`src/rtl/shift_add_mult4_pkg.sv`:
```
// shift_add_mult4_pkg: state encodings and iteration count for the shift-add multiplier
package shift_add_mult4_pkg;
  typedef enum logic [1:0] {
    ST_IDLE = 2'd0,
    ST_CALC = 2'd1,
    ST_DONE = 2'd2
  } state_t;
  localparam int ITER = 4;
endpackage

```
`src/rtl/shift_add_mult4_add.sv`:
```
// add: 4-bit ripple-carry adder shared with the lab datapath
module add (
  input  logic       C_in,
  input  logic [3:0] A,
  input  logic [3:0] B,
  output logic [3:0] S,
  output logic       C4
);
  logic [4:0] c;
  assign c[0] = C_in;
  for (genvar i = 0; i < 4; i++) begin : g_bit
    assign S[i]   = A[i] ^ B[i] ^ c[i];
    assign c[i+1] = (A[i] & B[i]) | (c[i] & (A[i] ^ B[i]));
  end
  assign C4 = c[4];
endmodule

```
`src/rtl/shift_add_mult4.sv`:
```
// shift_add_mult4: sequential 4x4 unsigned shift-and-add multiplier, one partial product per clock
module shift_add_mult4
  import shift_add_mult4_pkg::*;
(
  input  logic       clk,
  input  logic       rst_n,
  input  logic       start,
  input  logic [3:0] a,
  input  logic [3:0] b,
  output logic       busy,
  output logic       done,
  output logic [7:0] product
);
  state_t     state;
  logic [3:0] m, acc, q, s;
  logic [1:0] cnt;
  logic       c4;
  add u_add (
    .C_in(1'b0),
    .A   (acc),
    .B   (q[0] ? m : 4'h0),
    .S   (s),
    .C4  (c4)
  );
  assign busy = state != ST_IDLE;
  assign done = state == ST_DONE;
  always_ff @(posedge clk or negedge rst_n) begin
    if (!rst_n) begin
      state   <= ST_IDLE;
      m       <= '0;
      acc     <= '0;
      q       <= '0;
      cnt     <= '0;
      product <= '0;
    end else begin
      case (state)
        ST_IDLE: if (start) begin
          m     <= a;
          q     <= b;
          acc   <= '0;
          cnt   <= '0;
          state <= ST_CALC;
        end
        ST_CALC: begin
          // carry out lands in acc[3]; the shifted-out multiplier bit is consumed
          {acc, q} <= {c4, s, q[3:1]};
          cnt      <= cnt + 2'd1;
          if (cnt == 2'(ITER - 1)) begin
            product <= {c4, s, q[3:1]};
            state   <= ST_DONE;
          end
        end
        default: state <= ST_IDLE;
      endcase
    end
  end
endmodule

```
`config.mk`:
```
export PLATFORM = sky130hd
export DESIGN_NAME = shift_add_mult4
export DESIGN_NICKNAME = d
export VERILOG_FILES = /design/src/rtl/shift_add_mult4_pkg.sv /design/src/rtl/shift_add_mult4_add.sv /design/src/rtl/shift_add_mult4.sv
export SDC_FILE = /design/constraint.sdc
export NUM_CORES = 1
export LEC_CHECK = 0
export ABC_CLOCK_PERIOD_IN_PS = 2980
export CAP_MARGIN = 20
export CORE_ASPECT_RATIO = 0.6
export CORE_MARGIN = 4
export CORE_UTILIZATION = 50
export CTS_CLUSTER_SIZE = 40
export DETAILED_ROUTE_END_ITERATION = 8
export PLACE_DENSITY = 0.83
export SYNTH_ARGS = -nofsm -noshare
export SYNTH_HDL_FRONTEND = slang
export SYNTH_SLANG_ARGS = --single-unit
```
`constraint.sdc`:
```
create_clock -name clk -period 2.98 [get_ports clk]
set_clock_uncertainty 0.15 [all_clocks]
set_input_delay 0.298 -clock clk [delete_from_list [all_inputs] [get_ports clk]]
set_output_delay 0.298 -clock clk [all_outputs]
set_load 0.02 [all_outputs]
```
# == Word-level counts from Yosys, hierarchy flattened ==
# Index checks and enable logic that the tools add are counted.
# op_classes
addsub,1
n_eq_ne,5
muxes,10
n_bitwise,17
reduce_logical,7
# op_table
op,count
$pmux W4 S2,2
$mux W4,3
$pmux W2 S2,2
$reduce_and A2 Y1,4
$and A1 B1 Y1,7
$xor A1 B1 Y1,7
$mux W2,3
$eq A2 B2 Y1 const B,2
$ne A2 B2 Y1 const B,2
$reduce_bool A2 Y1,2
$or A1 B1 Y1,3
$add A2 B1 Y2 const B,1
$eq A2 B1 Y1 const B,1
$logic_not A2 Y1,1
# word_totals
register_bits,24
inputBits,11
wordCells,46

# == Logic depth before layout (Yosys ltp) ==
# Gate-level depths: netlist of the first run.
# logic_depth
depth_word,9
mapped_depth,7
mapped_depth_nobuf,7

# == Cells and area by module ==
# From an unflattened synthesis of the first run, not the netlist that was laid out.
# hier_totals
cells_unflattened,89
area_unflattened_um2,1109.8
# modules_own_cells
module,instances,cells_each,area_each_um2,seq_area_each_um2
shift_add_mult4,1,75,992.2,600.6
add,1,14,117.6,0.0

# == Worst setup path after synthesis of the first run ==
# Ideal clock, no wire load.
# synth_path
path_type,reg2reg
startpoint,reg q[0]
endpoint,reg product[6]
setup_time_ps,79
arrival_time_ps,2036
path_slack_ps,715
stages_incl_launch_ff,8
synth_period_minus_slack_ps,2265
path_cell_list,dfrtp_1 and2_1 ha_1 fa_1 fa_1 inv_1 fa_1 mux2i_1
# synth_via
elab_chain_len,7
word_cells_on_any_way,12
cone_classes,1 x mux; 11 x bitwise
# synth_rtl
element,line,source
"start, declared",shift_add_mult4.sv:15,"logic [3:0] m, acc, q, s;"
"start signal, assigned",shift_add_mult4.sv:46,"{acc, q} <= {c4, s, q[3:1]};"
$mux W4 *,shift_add_mult4.sv:21,".B (q[0] ? m : 4'h0),"
$and A1 B1 Y1 or $xor A1 B1 Y1 (tied branches),shift_add_mult4_add.sv:13,assign c[i+1] = (A[i] & B[i]) | (c[i] & (A[i] ^ B[i]));
$and A1 B1 Y1,shift_add_mult4_add.sv:13,
$or A1 B1 Y1,shift_add_mult4_add.sv:13,
$and A1 B1 Y1,shift_add_mult4_add.sv:13,
$or A1 B1 Y1,shift_add_mult4_add.sv:13,
$xor A1 B1 Y1 *,shift_add_mult4_add.sv:12,assign S[i] = A[i] ^ B[i] ^ c[i];
"end signal, assigned",shift_add_mult4.sv:49,"product <= {c4, s, q[3:1]};"
"end, declared",shift_add_mult4.sv:12,output logic [7:0] product
# Every way passes the cells marked *; elsewhere a longest branch is shown, timed or not.
# A chain may end at the register's enable or synchronous reset.

# == Worst setup path after layout of the first run ==
# Ends and elaborated chain as after synthesis.

==> metrics, run 1 <==
clock sink count 24; count leader, synth dfrtp_1; clock share of power 13.7%; first-pass GRT wire length 3450 um; Required @ worst endpoint 3.01 ns; Hold Crit Class input pin to async pin; Die Wd 69.7 um; # setup viols final 0; largest net degree at the start of global routing 25; total gr overflow 0; drt drc 0; Sw Share 35.4%; multi-input logic area 482 um^2; top cells by area, synth dfrtp_1 53%, mux2_4 7.9%, fa_1 5.3%, mux2_2 4.9%, inv_1 3.3%; Synth top area share 52.6%; YS warnings 0; Worst VDD drop 0.512 mV; critical path's slowest cell dfrtp_1; area of the die 3140 um^2; initial antenna violation count 0; Vias/cell 5.22; ant diodes 0; Resized cells post-CTS 0; register-to-register setup slack 0.57 ns; DR pass1 iterations 4; Tmin final 2.41 ns; Cells after DPL 132; vias after detailed routing 710; CP Class flip-flop to flip-flop; Die Span Y 45.0 um; Mapped Area 1140 um^2; Avg Cell Area, Syn 13.6 um^2; Area Growth Syn to Fin 24.5%; share of layout cells above drive strength 1 17.9%; post-place setup slack 0.580 ns; Post-synth EDFFs 0; Fmax 0.415 GHz; final net count 123; final instance area 1420 um^2; Synth Net Count 100; Least-Margin Pin Slew 0.626 ns; Post-DP HPWL 1530 um; LEAKAGE 0.654 nW; gpl congestion 0.795; Final Max Tran Viols 0; Post-synth top flop dfrtp_1; net switching power 557 uW; crit path cell chain and2_1 -> ha_1 -> fa_1 -> fa_1 -> inv_1 -> fa_1 -> mux2i_1; remaining antenna violation count 0; CP arrival 2.44 ns; Root Buffer clkbuf_8; synth cell count leaders 24 x dfrtp_1, 10 x inv_1, 6 x mux2_4; Int Pwr 1.01 mW; CTS Buffer Depth 2; CTS tree yes; DRT iter0 DRCs 17; post-synthesis sequential area ratio 52.6%; cell taking the most area after synthesis dfrtp_1; TNS Setup 0 ns; IO Pins 21; Core ar. 2160 um^2; Post-Synthesis Cells 84; IO buf count 20; Post-CTS Setup Repair Bufs 0; asr flop ratio synth 100%; status completed; Final WS setup 0.571 ns; period utilization 80.8%; count of cell types in the netlist 25; slowest cell delay on critical path 0.42 ns; #FFs+latches synth 24; drt wl/cell 14.7 um; DRT Wirelength 2000 um; CP endpoint kind flip-flop; Register Area 601 um^2; Initial Util 52.7%; Reg power frac 39.2%; num rows 13; fillcell total 152; number of global-route vias before repair 708; Rel. slew slack 58.1%; clock-pin slew on the worst setup and hold paths 0.08 ns; later-pin clock latency in the skew report 0.26 ns; total CTS buffers 3; H-tree depth 1; total track usage 14.3%; Placed Area 1370 um^2; Logic pwr share 47.1%; max-cap violation count 0; Setup crit start kind flip-flop; Hold-fix buffers, CTS 0; maximum net fanout on the critical path 5; Final Hold Viols 0; most frequent CP cell fa_1; post-route insts no fill 136; power per cell area 1110 nW/um^2; RSZ-0062 raised after global routing no
power groups by stage:
stage               clock network, mW  registers (mW)  logic, mW
global route                    0.235           0.640      0.810
CTS                             0.222           0.616      0.752
global placement                    0           0.611      0.723
finish                          0.216           0.616      0.740
detailed placement                  0           0.622      0.750
floorplan                           0           0.639      0.479
critical path, delay by kind of cell, from the launching register on:
kind | cells | cell delay (ns)
and+or+nand+nor | 1 | 0.17
muxes | 1 | 0.13
DFF | 1 | 0.42
buffers and inverters | 1 | 0.07
adders and majority gates | 4 | 1.36
per-layer routing:
metal	global-route usage (%)	share of wire, %
met5	0	0
met4	2.29	0
met3	5.11	5.9
met2	22.2	44
met1	20.2	50
sequential cells by signal (all words and copies together) (netlist names):
| register | count |
|---|---|
| acc | 4 |
| cnt | 2 |
| m | 4 |
| product | 8 |
| q | 4 |
| state | 2 |
layout by cell type, fill, tap and decap left out, drive strengths merged, types with 2 or more instances in the layout:
| cell | instances |
|---|---|
| clkdlybuf4s50 | 20 |
| a221oi | 2 |
| fa | 3 |
| mux2 | 11 |
| nor3b | 3 |
| dfrtp | 24 |
| inv | 10 |
| ha | 2 |
| nor4b | 4 |
| o2bb2ai | 2 |
| a211oi | 2 |
| mux2i | 2 |
| and2 | 3 |
| a22o | 3 |
| nor2b | 2 |
| nand2b | 2 |
| clkbuf | 4 |
worst paths after layout:
kind,to,startpoint,cells after the start
max reg2reg,product[6]$_DFFE_PN0P_,q[0]$_DFFE_PN0P_,7
min reg2reg,acc[3]$_DFFE_PN0P_,acc[3]$_DFFE_PN0P_,1
min,product[1]$_DFFE_PN0P_,rst_n,2
min in group clk,acc[3]$_DFFE_PN0P_,acc[3]$_DFFE_PN0P_,1
max in group asynchronous,cnt[1]$_DFFE_PN0P_,rst_n,2
max,product[6]$_DFFE_PN0P_,q[0]$_DFFE_PN0P_,7
stage by stage:
stage          util (%)  power (mW)  hold slack [ns]
2_1_floorplan         -        1.12           -0.148
3_3_place_gp       63.1        1.33            0.326
3_5_place_dp       63.1        1.37            0.329
4_1_cts            65.6        1.59            0.245
5_1_grt            65.6        1.69            0.263
6_report           65.6        1.57            0.231
final cells by class:
| class | instances | share of cell area, % |
|---|---|---|
| well taps | 30 | 2.64 |
| repair buffers | 21 | 14.6 |
| flip-flops and latches | 24 | 42.3 |
| clock buffers | 4 | 3.88 |
| inverters | 10 | 2.64 |
| multi-input cells | 47 | 33.9 |
cell families after synthesis:
group / count (synthesis) / share of synthesized area [%]
DFF: 24 / 52.6
adders and majority gates: 5 / 7.46
AOI/OAI and AO/OA: 11 / 8.11
and+or+nand+nor: 18 / 12.1
buffers and inverters: 13 / 5.15
muxes: 13 / 14.6
Power figures use the tool's default switching activity.
==> run 2: changes to the inputs <==
- ABC_CLOCK_PERIOD_IN_PS: 2980 -> 2300
- clock period: 2.98 -> 2.3 ns (I/O delays scaled with it)
==> run 2 against run 1 <==
  * The run now ends with setup timing left
  * Sequential share of layout area fell by 1.7 points
  * Largest power group unchanged
  * Core utilization rose by 2.8 points
  * Critical path type unchanged
  * Wire length rose by 13%
  * Critical path depth did not move
  * Non-clock buffer count rose by 2
  * Sequential power rose by 30%
==> metrics, run 2 (synthesis results as in run 1) <==
DRT iter0 DRCs 61 (+44); fillcell total 152 (unchanged); share of layout cells above drive strength 1 25.9% (+8.0 points); final core occ 68.4% (+2.8 points); drt wl/cell 16.5 um (+12%); drt drc 0 (unchanged); Die Wd 69.7 um (unchanged); Root Buffer clkbuf_8; CP endpoint kind flip-flop; Final Max Tran Viols 0 (unchanged); post-place setup slack -0.0565 ns (-0.637 ns); CTS tree yes; CTS Buffer Depth 2 (unchanged); clock sink count 24 (unchanged); initial antenna violation count 0 (unchanged); Setup crit start kind flip-flop; Tmin final 2.32 ns (-0.0905 ns); most frequent cells in the layout 24 x dfrtp_1, 20 x clkdlybuf4s50_1, 9 x inv_1; vias after detailed routing 726 (+2.3%); max-cap violation count 0 (unchanged); total track usage 16.0% (+1.6 points); DR pass1 iterations 4 (unchanged); DRT Wirelength 2270 um (+13%); Final Hold Viols 0 (unchanged); Worst VDD drop 0.656 mV (+28%); first-pass GRT wire length 3750 um (+8.6%); H-tree depth 1 (unchanged); Initial Util 52.7% (unchanged); status finished, violations left; Vias/cell 5.26 (+0.77%); Rel. slew slack 66.4% (+8.2 points); Hold Crit Class input pin to async pin; Least-Margin Pin Slew 0.503 ns (-0.123 ns); gpl congestion 0.826 (+3.8%); hold slack final 0.164 ns (-0.0666 ns); IO Pins 21 (unchanged); power per cell area 1520 nW/um^2 (+38%); Largest register FFs 8 (unchanged); Post-CTS Setup Repair Bufs 0 (unchanged); number of global-route vias before repair 797 (+13%); Fmax 0.431 GHz (+3.9%); clock-pin slew on the worst setup and hold paths 0.09 ns (about the same); # setup viols final 2 (+2); total CTS buffers 3 (unchanged); Cells after DPL 134 (+1.5%); num rows 13 (unchanged); LEAKAGE 0.672 nW (+2.7%); post-route insts no fill 138 (+1.5%); Reg2Reg Depth 7 (unchanged); Post-DP HPWL 1540 um (+0.97%); CP arrival 2.35 ns (-0.09 ns); CP Class flip-flop to flip-flop; final net count 125 (+1.6%); Core ar. 2160 um^2 (unchanged); Area Growth Syn to Fin 29.7%; Required @ worst endpoint 2.34 ns (-0.67 ns); period utilization 101% (+20 points); largest net degree at the start of global routing 25 (unchanged); failing checks setup timing; Die Span Y 45.0 um (unchanged); area of the die 3140 um^2 (unchanged); maximum net fanout on the critical path 2 (-3); Most flops, register product; later-pin clock latency in the skew report 0.27 ns (about the same); IO buf count 20 (unchanged); total gr overflow 0 (unchanged); RSZ-0062 raised after global routing yes; Final WS setup -0.0185 ns (-0.589 ns); commonest non-fill, non-tap cell in the layout dfrtp_1; ant diodes 0 (unchanged); remaining antenna violation count 0 (unchanged)
## run 2: changes by cell type in the layout (fill, tap and decap cells not counted), moves of 2 or more
cell	delta
and2_1	-2
and2_4	+2
buf_4	+2
fa_2	+2
fa_1	-2
## run 2: power by group
part / switching (mW) / internal (mW)
registers: 0.176 / 0.626
clock network: 0.135 / 0.233
logic: 0.485 / 0.600
## run 2: final cells by class
type | instances | area, um^2 | share of cell area (%)
clock buffer | 3 | 41.3 | 2.79
timing repair buffer | 23 | 223 | 15.0
inverter | 10 | 37.5 | 2.54
tap | 30 | 37.5 | 2.54
multi-input combinational | 47 | 510 | 34.5
sequential | 24 | 601 | 40.6
clock inverter | 1 | 30.0 | 2.03
## run 2: critical path, cell delays in order (launching register included)
cell and delay, ns:
dfrtp_1 0.40, and2_4 0.17, ha_4 0.15, fa_2 0.34, fa_2 0.34, inv_2 0.06
fa_1 0.45, o2bb2ai_2 0.19
## run 2: path summary, 6_finish.rpt
check                                    from                     end  slack [ns]
max                          q[0]$_DFFE_PN0P_      acc[2]$_DFFE_PN0P_       -0.02
min                                     rst_n  product[0]$_DFFE_PN0P_        0.16
max reg2reg                  q[0]$_DFFE_PN0P_      acc[2]$_DFFE_PN0P_       -0.02
min reg2reg                acc[3]$_DFFE_PN0P_      acc[3]$_DFFE_PN0P_        0.35
max in group asynchronous               rst_n      acc[3]$_DFFE_PN0P_        1.59
min in group clk           acc[3]$_DFFE_PN0P_      acc[3]$_DFFE_PN0P_        0.35
## run 2: through the flow
stage	setup TNS, ns	power [mW]	instance area [um^2]
6_report	-0.0276	2.26	1480
5_1_grt	-0.138	2.39	1480
3_3_place_gp	0	1.74	1380
3_5_place_dp	-0.0894	1.80	1380
2_1_floorplan	0	1.45	1140
4_1_cts	0	2.21	1460
## run 2: what timing repair did
| item | 4_1_cts | 5_1_grt |
|---|---|---|
| gates cloned | 0 | 0 |
| resized for setup | 4 | 4 |
| endpoints found under the setup margin | 2 | 2 |
| hold buffers | 0 | 0 |
| pin swaps | 1 | 2 |
## run 2: routing by layer
layer	wire length (um)	track usage, %	share of wire, %
met1	1020	18.4	45
met2	1120	29.4	49
met3	109	5.33	4.8
met4	21	4.58	0.92
met5	0	0	0
